$ cat src/rtl/keypad_scanner.sv
// 4x4 matrix keypad scanner with per-scan debounce and one strobe per accepted key.
// Optional auto-repeat of the held key is enabled by defining KEYPAD_REPEAT_EN.
module keypad_scanner #(
    parameter int SCAN_DIV       = 1000,
    parameter int DEBOUNCE_SCANS = 4,
    parameter int REPEAT_SCANS   = 64
) (
    input  logic       clk,
    input  logic       pb_in_rst,
    input  logic [3:0] pad_col_in,
    output logic [3:0] pad_row_scn,
    output logic [3:0] key_code,
    output logic       key_valid,
    output logic       key_held
);

    localparam int DW = (SCAN_DIV > 1) ? $clog2(SCAN_DIV) : 1;
    localparam logic [4:0] CAND_NONE = 5'h10;

    typedef enum logic {
        IDLE,
        PRESSED
    } state_t;

    logic [DW-1:0] dwell_q, dwell_d;
    logic [1:0]    row_q, row_d;
    logic [3:0]    col_s1_q, col_s2_q;
    logic          acc_found_q, acc_found_d;
    logic [3:0]    acc_code_q, acc_code_d;
    logic [4:0]    prev_q, prev_d;
    logic [3:0]    stable_q, stable_d;

    state_t        state_q;
    logic [3:0]    key_code_q;
    logic          key_valid_q;
    logic          key_held_q;

    logic          sample;
    logic          end_of_scan;
    logic          row_hit;
    logic [1:0]    row_col;
    logic          prior_found;
    logic          cand_found;
    logic [3:0]    cand_code;
    logic [4:0]    cand;
    logic          debounced;

    assign pad_row_scn = ~(4'b0001 << row_q);
    assign key_code    = key_code_q;
    assign key_valid   = key_valid_q;
    assign key_held    = key_held_q;

    assign sample      = (dwell_q == DW'(SCAN_DIV - 1));
    assign end_of_scan = sample && (row_q == 2'd3);

    // Lowest active column of the row being driven; descending loop lets the lowest index win.
    always_comb begin
        row_hit = 1'b0;
        row_col = 2'd0;
        for (int c = 3; c >= 0; c--) begin
            if (!col_s2_q[c]) begin
                row_hit = 1'b1;
                row_col = 2'(c);
            end
        end
    end

    // A hit from an earlier row in this scan outranks anything found on later rows.
    assign prior_found = (row_q != 2'd0) && acc_found_q;
    assign cand_found  = prior_found || row_hit;
    assign cand_code   = prior_found ? acc_code_q : {row_q, row_col};
    assign cand        = cand_found ? {1'b0, cand_code} : CAND_NONE;

    always_comb begin
        dwell_d     = sample ? '0 : dwell_q + DW'(1);
        row_d       = sample ? row_q + 2'd1 : row_q;
        acc_found_d = sample ? cand_found : acc_found_q;
        acc_code_d  = sample ? cand_code : acc_code_q;
        prev_d      = end_of_scan ? cand : prev_q;
        stable_d    = stable_q;
        if (end_of_scan) begin
            if (cand != prev_q) begin
                stable_d = 4'd1;
            end else if (stable_q != 4'(DEBOUNCE_SCANS)) begin
                stable_d = stable_q + 4'd1;
            end
        end
    end

    assign debounced = end_of_scan && (stable_d == 4'(DEBOUNCE_SCANS));

    always_ff @(posedge clk or posedge pb_in_rst) begin
        if (pb_in_rst) begin
            dwell_q     <= '0;
            row_q       <= 2'd0;
            col_s1_q    <= 4'hF;
            col_s2_q    <= 4'hF;
            acc_found_q <= 1'b0;
            acc_code_q  <= 4'd0;
            prev_q      <= CAND_NONE;
            stable_q    <= 4'd0;
        end else begin
            dwell_q     <= dwell_d;
            row_q       <= row_d;
            col_s1_q    <= pad_col_in;
            col_s2_q    <= col_s1_q;
            acc_found_q <= acc_found_d;
            acc_code_q  <= acc_code_d;
            prev_q      <= prev_d;
            stable_q    <= stable_d;
        end
    end

`ifdef KEYPAD_REPEAT_EN
    localparam int RW = (REPEAT_SCANS > 1) ? $clog2(REPEAT_SCANS) : 1;
    logic [RW-1:0] rep_q;
`endif

    // Key events are decided only on scans where the candidate has been stable long enough.
    always_ff @(posedge clk or posedge pb_in_rst) begin
        if (pb_in_rst) begin
            state_q     <= IDLE;
            key_code_q  <= 4'd0;
            key_valid_q <= 1'b0;
            key_held_q  <= 1'b0;
`ifdef KEYPAD_REPEAT_EN
            rep_q       <= '0;
`endif
        end else begin
            key_valid_q <= 1'b0;
            case (state_q)
                IDLE: begin
                    if (debounced && !cand[4]) begin
                        key_code_q  <= cand[3:0];
                        key_valid_q <= 1'b1;
                        key_held_q  <= 1'b1;
                        state_q     <= PRESSED;
`ifdef KEYPAD_REPEAT_EN
                        rep_q       <= '0;
`endif
                    end
                end
                PRESSED: begin
                    if (debounced) begin
                        if (cand[4]) begin
                            key_held_q <= 1'b0;
                            state_q    <= IDLE;
                        end else if (cand[3:0] != key_code_q) begin
                            key_code_q  <= cand[3:0];
                            key_valid_q <= 1'b1;
`ifdef KEYPAD_REPEAT_EN
                            rep_q       <= '0;
`endif
                        end else begin
`ifdef KEYPAD_REPEAT_EN
                            if (rep_q == RW'(REPEAT_SCANS - 1)) begin
                                key_valid_q <= 1'b1;
                                rep_q       <= '0;
                            end else begin
                                rep_q <= rep_q + RW'(1);
                            end
`endif
                        end
                    end
                end
                default: state_q <= IDLE;
            endcase
        end
    end

endmodule

$ cat config.mk
export PLATFORM = sky130hd
export DESIGN_NAME = keypad_scanner
export DESIGN_NICKNAME = d
export VERILOG_FILES = /design/src/rtl/keypad_scanner.sv
export SDC_FILE = /design/constraint.sdc
export NUM_CORES = 1
export LEC_CHECK = 0
export ABC_AREA = 0
export CAP_MARGIN = 20
export CORE_MARGIN = 1.5
export CORE_UTILIZATION = 25
export CTS_BUF_LIST = sky130_fd_sc_hd__clkbuf_8
export DETAILED_ROUTE_END_ITERATION = 7
export PLACE_DENSITY_LB_ADDON = 0.25
export SLEW_MARGIN = 25
export SYNTH_ARGS = -nofsm -noshare
export SYNTH_HDL_FRONTEND = slang
export SYNTH_SLANG_ARGS = --single-unit
$ cat constraint.sdc
create_clock -name clk -period 3.2 [get_ports clk]
set_input_delay 0.32 -clock clk [delete_from_list [all_inputs] [get_ports clk]]
set_output_delay 0.32 -clock clk [all_outputs]
set_load 0.05 [all_outputs]
==> results.yml, run 1 <==
sta:
  worstMarginPinSlew_ns: 0.523
  final_max_slew_viol_count: 0
  finClkSkew_ns: 0.00243
  period_needed_ns: 2.89
  final.setup.tns_ns: 0
  rsz0062_at_grt: "no"
  relSlewSlack_pct: 64.8
  min_period_over_period_pct: 90.3
  max_freq_mhz: 346
  setup_viol: 0
  hold_viol: 0
die:
  start_util_pct: 25.7
  die_area_mm2: 0.00891
  die_y_um: 94.4
  rows: 33
  num_io_pins: 16
  coreArea_mm2: 0.00813
  die_x_um: 94.4
yosys:
  synth_top_cell_area_share_pct: 38.3
  netlist_top_cells_area: "dfrtp_1 (38%), dfstp_2 (11%), ha_1 (4.2%)"
  ys.warnings.count: 0
  synthMostInstantiatedCell: "dfrtp_1"
  synth-seq-cells: 41
  ys_seq_area_share_pct: 49.7
  async_flop_share_pct: 100
  synth_nets: 212
  synth_cells: 199
  postSynthAreaPerCell_um2: 10.5
  synth_flop_cell: "dfrtp_1"
  synth_area_mm2: 0.00209
  ys_types: 48
  synth_top_cells_by_count: "dfrtp_1 (32), nand2_1 (22), inv_1 (15)"
  synth_top_area_cell: "dfrtp_1"
  synth-edff-count: 0
clock_network:
  cts.sink_count: 41
  clkLatencyLatePin_ns: 0.29
  post_cts_buffers: 0
  root_buffer: "clkbuf_8"
  tritoncts: "built"
  clk_pin_slew_ns: 0.08
  cts_max_level: 2
  cts_resized: 0
  cts-buffers-inserted: 5
  hold_buffers: 0
  clockBufferDepth: 2
power:
  share_seq_of_total_power_pct: 58.8
  vdd_drop_max_mv: 0.164
  leakage_nw: 0.995
  power_switching_share_pct: 23.3
  p_switching_mw: 0.210
  power_density_mw_per_mm2: 366
  clockPowerShare_pct: 37.0
  cell_internal_pwr_mw: 0.692
  power_frac_comb_pct: 4.2
setup_path:
  cp.arrival_ns: 3.07
  r2r-end: "key_code[2]"
  cp-end-kind: "flip-flop"
  start_kind: "flip-flop"
  crit_required_ns: 3.38
  path_max_fanout: 8
  rrSetupSlack_ns: 0.31
  worstReg2RegStart: "row_q[0]"
  worstRegToRegCells: 9
  criticalPathCategory: "reg2reg"
grt:
  grt_pass1_vias: 1463
  grt_max_degree: 42
  overflow: 0
  antenna_found_initial: 0
  grt.total_usage_pct: 10.0
  grt_first_pass_wirelength_um: 6980
job:
  max_cap_violations: 0
routing:
  via_count: 1508
  initialDrtViolationCount: 70
  dr.pass1.iters: 4
  wirelength_um: 3970
  wl_per_cell_um: 12.2
  ant_nets: 0
  viasPerCell: 4.63
  drc: 0
hold_path:
  min-delay-start: "col_s1_q[1]"
  min_delay_path_depth: 0
  min_to: "col_s2_q[1]"
  min_path_type: "reg2reg"
layout:
  drive_above_1_share_pct: 16.3
  antenna_cells: 0
  fin_cells: 326
  syn2layout_area_growth_pct: 18.1
  nets: 233
placed_design:
  dp.cells: 318
  io_buffers: 15
  gp_congestion: 0.790
  dp.final_hpwl_um: 2850
status:
  outcome: "finished clean"
-- layout make-up --
class,count,area [µm²]
repair buffers,17,165
clock inverters,3,17.5
well taps,105,131
clock buffers,5,68.8
fillers,848,5670
inverters,15,56.3
flip-flops and latches,41,1040
multi-input cells,140,990
-- how the worst max path moves through the flow --
stage                     slack, ns          end  cells after the start      from
after floorplan                0.59  key_code[2]                      9  row_q[0]
after global placement         0.43  key_code[2]                      9  row_q[0]
after detailed placement       0.34  key_code[2]                      9  row_q[0]
after CTS                      0.31  key_code[2]                      9  row_q[0]
after global routing           0.14  key_code[2]                      9  row_q[0]
final                          0.31  key_code[2]                      9  row_q[0]
-- sequential cells by signal (all words and copies together), names as in the netlist, named ones only --
name,count
prev_q,5
key_held,1
acc_code_q,4
key_valid,1
acc_found_q,1
col_s1_q,4
stable_q,4
key_code,4
row_q,2
col_s2_q,4
dwell_q,10
-- kinds of logic (layout without fill, tap and decap cells) --
| kind of cell | count (synthesis) | after routing | share of synthesized area (%) |
|---|---|---|---|
| AO/OA/AOI/OAI | 44 | 44 | 15.6 |
| XOR/XNOR | 9 | 9 | 3.77 |
| adder cells (fa/ha/maj) | 7 | 7 | 4.19 |
| buffers and inverters | 18 | 40 | 3.24 |
| flip-flops | 41 | 41 | 49.7 |
| multiplexers | 7 | 7 | 4.85 |
| AND/OR/NAND/NOR | 73 | 73 | 18.7 |
-- per-stage QoR --
stage	total power [mW]	cell area (µm²)	setup slack, ns	hold slack [ns]	utilization (%)
detailed placement	0.580	2380	0.337	0.347	29.3
global route	0.945	2470	0.135	0.361	30.3
finish	0.902	2470	0.312	0.357	30.3
CTS	0.923	2470	0.315	0.360	30.3
floorplan	0.564	2090	0.590	0.324	-
global placement	0.579	2380	0.425	0.346	29.3
-- power by group through the flow --
stage	clock, mW	sequential, mW	combinational, mW
5_1_grt	0.371	0.532	0.0432
4_1_cts	0.353	0.530	0.0394
3_3_place_gp	0	0.540	0.0392
3_5_place_dp	0	0.540	0.0393
2_1_floorplan	0	0.540	0.0247
6_report	0.334	0.530	0.0379
-- cells in the final DEF, fill, tap and decap left out, types with 4 or more instances in the layout --
master	count
nand2_1	22
ha_1	7
dfstp_2	9
nand3_1	10
o21ai_0	10
nor2b_1	4
dfrtp_1	32
inv_1	15
xnor2_1	7
clkdlybuf4s50_1	15
nor2_1	12
o31ai_1	4
clkbuf_8	5
a21oi_1	12
-- metal layers --
metal  up-vias  routed length [µm]  global-route usage, %
met2        29                1850                   16.0
li1        747                   -                      -
met4         0                  76                   3.23
met1       724                1920                   13.3
met5         -                   0                      0
met3         8                 132                   2.50
-- critical path, cell delays in order (launching register included) --
cell	delay (ns)
dfrtp_1	0.46
inv_1	0.13
ha_1	0.26
and2b_4	0.31
mux2i_4	0.36
o21ai_1	0.14
a2111oi_4	0.48
nand3_2	0.11
nor2_2	0.20
mux2_4	0.32
No activity file was read; power rests on OpenSTA's default activity.
==> run 2, diff against run 1 <==
Settings changed: CORE_MARGIN 1.5 to default.
Clock period 3.2 ns to 2.4 ns, I/O delays scaled along.
==> results.yml, run 2 (synthesis results as in run 1) <==
sta:
  setup_viol: 0
  relSlewSlack_pct: 66.0
  finClkSkew_ns: 0.00687
  hold_viol: 0
  max_freq_mhz: 420
  period_needed_ns: 2.38
  final_max_slew_viol_count: 0
  min_period_over_period_pct: 99.1
  setup_ws_ns: 0.0207
  rsz0062_at_grt: "yes"
  final.setup.tns_ns: 0
  worstMarginPinSlew_ns: 0.510
grt:
  overflow: 0
  grt_pass1_vias: 1599
  top_usage_layer: "met2"
  grtUsageMet1_pct: 14.1
  use_met2_pct: 17.8
  antenna_found_initial: 0
  use_met3_pct: 2.36
  grt.total_usage_pct: 10.9
  grt_first_pass_wirelength_um: 7450
  grt_max_degree: 42
clock_network:
  clockBufferDepth: 2
  cts-buffers-inserted: 5
  clkLatencyLatePin_ns: 0.29
  root_buffer: "clkbuf_8"
  cts.sink_count: 41
  clk_pin_slew_ns: 0.08
  tritoncts: "built"
  cts_max_level: 2
routing:
  ant_nets: 0
  wirelength_um: 4120
  viasPerCell: 4.50
  initialDrtViolationCount: 59
  dr.pass1.iters: 4
  drc: 0
  wl_per_cell_um: 11.9
  via_count: 1551
die:
  rows: 32
  num_io_pins: 16
  die_x_um: 93.4
  die_area_mm2: 0.00872
  die_y_um: 93.4
  coreArea_mm2: 0.00789
  start_util_pct: 26.5
setup_path:
  rrSetupSlack_ns: 0.02
  cp.arrival_ns: 2.56
  criticalPathCategory: "reg2reg"
  worstRegToRegCells: 9
  path_max_fanout: 5
  cp-end-kind: "flip-flop"
  start_kind: "flip-flop"
  startpoint: "row_q[1]"
  r2r-end: "key_code[2]"
  critical_path.endpoint: "key_code[2]"
  worstReg2RegStart: "row_q[1]"
  crit_required_ns: 2.58
power:
  leakage_nw: 1.13
  p_total_mw: 1.42
  power_density_mw_per_mm2: 519
  vdd_drop_max_mv: 0.267
job:
  max_cap_violations: 0
layout:
  drive_above_1_share_pct: 27.2
  syn2layout_area_growth_pct: 31.0
  antenna_cells: 0
  largestRegisters: "dwell_q: 10 flops, prev_q: 5 flops"
  final_common_cell: "dfrtp_1"
  largest_register_ffs: 10
  nets: 255
  mostFrequentLayoutCells: "dfrtp_1 (32), buf_4 (24), nand2_1 (22)"
  regMostFlops: "dwell_q"
hold_path:
  min_path_type: "in2reg"
placed_design:
  io_buffers: 15
  gp_congestion: 0.767
  dpl_worst_slack_ns: -0.0248
  dp.final_hpwl_um: 2970
status:
  outcome: "finished clean"
==> run 2: worst min path at each step <==
| stage | from | endpoint | slack [ns] | cells after the start |
|---|---|---|---|---|
| final | pad_col_in[1] | col_s1_q[1] | 0.35 | 1 |
| after detailed placement | col_s1_q[0] | col_s2_q[0] | 0.35 | 0 |
| after global placement | col_s1_q[0] | col_s2_q[0] | 0.35 | 0 |
| after global routing | pad_col_in[3] | col_s1_q[3] | 0.33 | 1 |
| after floorplan | pad_col_in[0] | col_s1_q[0] | 0.24 | 0 |
| after CTS | pad_col_in[1] | col_s1_q[1] | 0.33 | 1 |
==> run 2: final cells by class <==
| cell class | count | area (µm²) |
|---|---|---|
| Tap cell | 102 | 128 |
| Clock inverter | 3 | 65.1 |
| Timing Repair Buffer | 39 | 330 |
| Fill cell | 806 | 5150 |
| Sequential cell | 41 | 1040 |
| Multi-Input combinational cell | 140 | 1050 |
| Inverter | 15 | 56.3 |
| Clock buffer | 5 | 68.8 |
==> run 2: critical path, stage by stage (launching register included) <==
cell      delay [ns]
dfrtp_1         0.36
inv_2           0.05
ha_4            0.16
and2b_4         0.27
mux2i_4         0.31
a21oi_1         0.11
or3_4           0.35
a221oi_4        0.29
nor2_4          0.07
mux2_4          0.29
==> run 2: metrics by stage <==
step / hold slack (ns) / cells / utilization (%) / area, µm²
5_1_grt: 0.332 / 345 / 34.7 / 2740
6_report: 0.347 / 345 / 34.7 / 2740
3_3_place_gp: 0.346 / 334 / 32.1 / 2530
2_1_floorplan: 0.244 / 199 / - / 2100
3_5_place_dp: 0.347 / 334 / 32.1 / 2530
4_1_cts: 0.335 / 345 / 34.5 / 2720
==> run 2: what timing repair did <==
| action | in CTS | in global routing |
|---|---|---|
| pin swaps | 6 | 4 |
| setup endpoints to repair | 4 | 11 |
| hold buffers | 0 | 0 |
| buffers inserted | 3 | 0 |
| gates resized for setup | 6 | 4 |
==> run 2: power by group <==
part           switching [mW]  total (mW)  leakage, nW  internal [mW]
Clock                   0.240       0.653       0.0681          0.413
Combinational          0.0335      0.0580        0.537         0.0245
Sequential            0.00433       0.707        0.527          0.703
==> run 2: routing by layer <==
metal	vias up	part of all wire, %
li1	789	-
met3	5	2.5
met5	-	0
met2	18	47
met1	739	49
met4	0	1.4
==> run 3, diff against run 2 <==
Settings changed: MAX_ROUTING_LAYER from default to met4.
==> results.yml, run 3 (synthesis results as in run 1) <==
setup_path:
  cp.arrival_ns: 2.56
  worstPathCellList: "inv_2 -> ha_4 -> and2b_4 -> mux2i_4 -> a21oi_1 -> or3_4 -> a221oi_4 -> nor2_4 -> mux2_4"
  start_kind: "flip-flop"
  cp_slowest_cell: "dfrtp_1"
  crit_required_ns: 2.58
  path_buf_inv: 1
  critical_path.max_stage_delay_ns: 0.36
  path_max_fanout: 5
  cp-end-kind: "flip-flop"
  critPathTopFamily: "simple AND/OR/NAND/NOR gates"
  criticalPathCategory: "reg2reg"
layout:
  largestRegisters: "dwell_q: 10 flops, prev_q: 5 flops"
  antenna_cells: 0
  final_common_cell: "dfrtp_1"
  syn2layout_area_growth_pct: 31.0
  fillers: 806
  drive_above_1_share_pct: 27.2
  nets: 255
  mostFrequentLayoutCells: "dfrtp_1 (32), buf_4 (24), nand2_1 (22)"
  largest_register_ffs: 10
  finalInstanceArea_mm2: 0.00274
  regMostFlops: "dwell_q"
routing:
  via_count: 1546
  dr.pass1.iters: 4
  initialDrtViolationCount: 53
  wirelength_um: 4110
  wl_per_cell_um: 11.9
  ant_nets: 0
  viasPerCell: 4.48
  drc: 0
clock_network:
  hold_buffers: 0
  root_buffer: "clkbuf_8"
  clk_pin_slew_ns: 0.08
  clkLatencyLatePin_ns: 0.29
  clockBufferDepth: 2
  cts.sink_count: 41
  cts_max_level: 2
  tritoncts: "built"
  cts-buffers-inserted: 5
sta:
  min_period_over_period_pct: 99.1
  setup_viol: 0
  rsz0062_at_grt: "yes"
  worstMarginPinSlew_ns: 0.511
  finClkSkew_ns: 0.00686
  holdWs_ns: 0.347
  final_max_slew_viol_count: 0
  setup_ws_ns: 0.0206
  hold_viol: 0
  period_needed_ns: 2.38
  relSlewSlack_pct: 66.0
  max_freq_mhz: 420
  final.setup.tns_ns: 0
placed_design:
  dpl_worst_slack_ns: -0.0248
  dp.final_hpwl_um: 2970
  io_buffers: 15
  gp_congestion: 0.778
  place_area_mm2: 0.00253
job:
  max_cap_violations: 0
die:
  rows: 32
  die_x_um: 93.4
  num_io_pins: 16
  start_util_pct: 26.5
  coreArea_mm2: 0.00789
  die_y_um: 93.4
  die_area_mm2: 0.00872
power:
  leakage_nw: 1.13
  power_density_mw_per_mm2: 519
  vdd_drop_max_mv: 0.267
grt:
  overflow: 0
  antenna_found_initial: 0
  grt_pass1_vias: 1597
  grt.total_usage_pct: 11.2
  grt_max_degree: 42
  grt_first_pass_wirelength_um: 7470
status:
  outcome: "finished clean"
hold_path:
  min_path_type: "in2reg"
run 3: what timing repair did:
action | in CTS | in global routing
buffers inserted | 3 | 0
setup endpoints to repair | 4 | 11
pin swaps | 6 | 4
resized for setup | 6 | 4
run 3: final cells by class:
type	count	area [µm²]	area share (%)
multi-input combinational	140	1050	38.4
sequential	41	1040	37.9
timing repair buffer	39	330	12.1
tap	102	128	4.67
clock buffer	5	68.8	2.52
clock inverter	3	65.1	2.38
inverter	15	56.3	2.06
run 3: through the flow:
step	total power, mW	cells	util (%)
finish	1.42	345	34.7
global route	1.48	345	34.7
CTS	1.45	345	34.5
detailed placement	0.779	334	32.1
global placement	0.779	334	32.1
floorplan	0.753	199	-
run 3: power breakdown:
part / switching [mW] / total (mW) / internal [mW]
clock network: 0.240 / 0.653 / 0.413
registers: 0.00433 / 0.707 / 0.703
logic: 0.0335 / 0.0580 / 0.0245
run 3: path summary, 6_finish.rpt:
path,cells after the start,to,slack [ns],from
worst min-delay path,1,col_s1_q[1],0.35,pad_col_in[1]
min in group asynchronous,3,dwell_q[6],0.38,pb_in_rst
worst max-delay path,9,key_code[2],0.02,row_q[1]
worst max register to register,9,key_code[2],0.02,row_q[1]
max in group asynchronous,3,prev_q[4],1.66,pb_in_rst
worst min register to register,0,col_s2_q[0],0.36,col_s1_q[0]
run 3: per-layer routing:
layer | share of wire (%) | track usage, % | wire [µm]
met2 | 47 | 17.8 | 1930
met3 | 2.4 | 2.36 | 99
met5 | 0 | - | 0
met1 | 49 | 14.2 | 2020
met4 | 1.4 | 3.85 | 57
run 3: worst reg2reg max path: cells and delay by family, from the launching register on:
| kind | cells | cell delay (ns) |
|---|---|---|
| AOI/OAI and AO/OA | 2 | 0.40 |
| muxes | 2 | 0.60 |
| and+or+nand+nor | 3 | 0.69 |
| DFF | 1 | 0.36 |
| buffers and inverters | 1 | 0.06 |
| adders and majority gates | 1 | 0.16 |
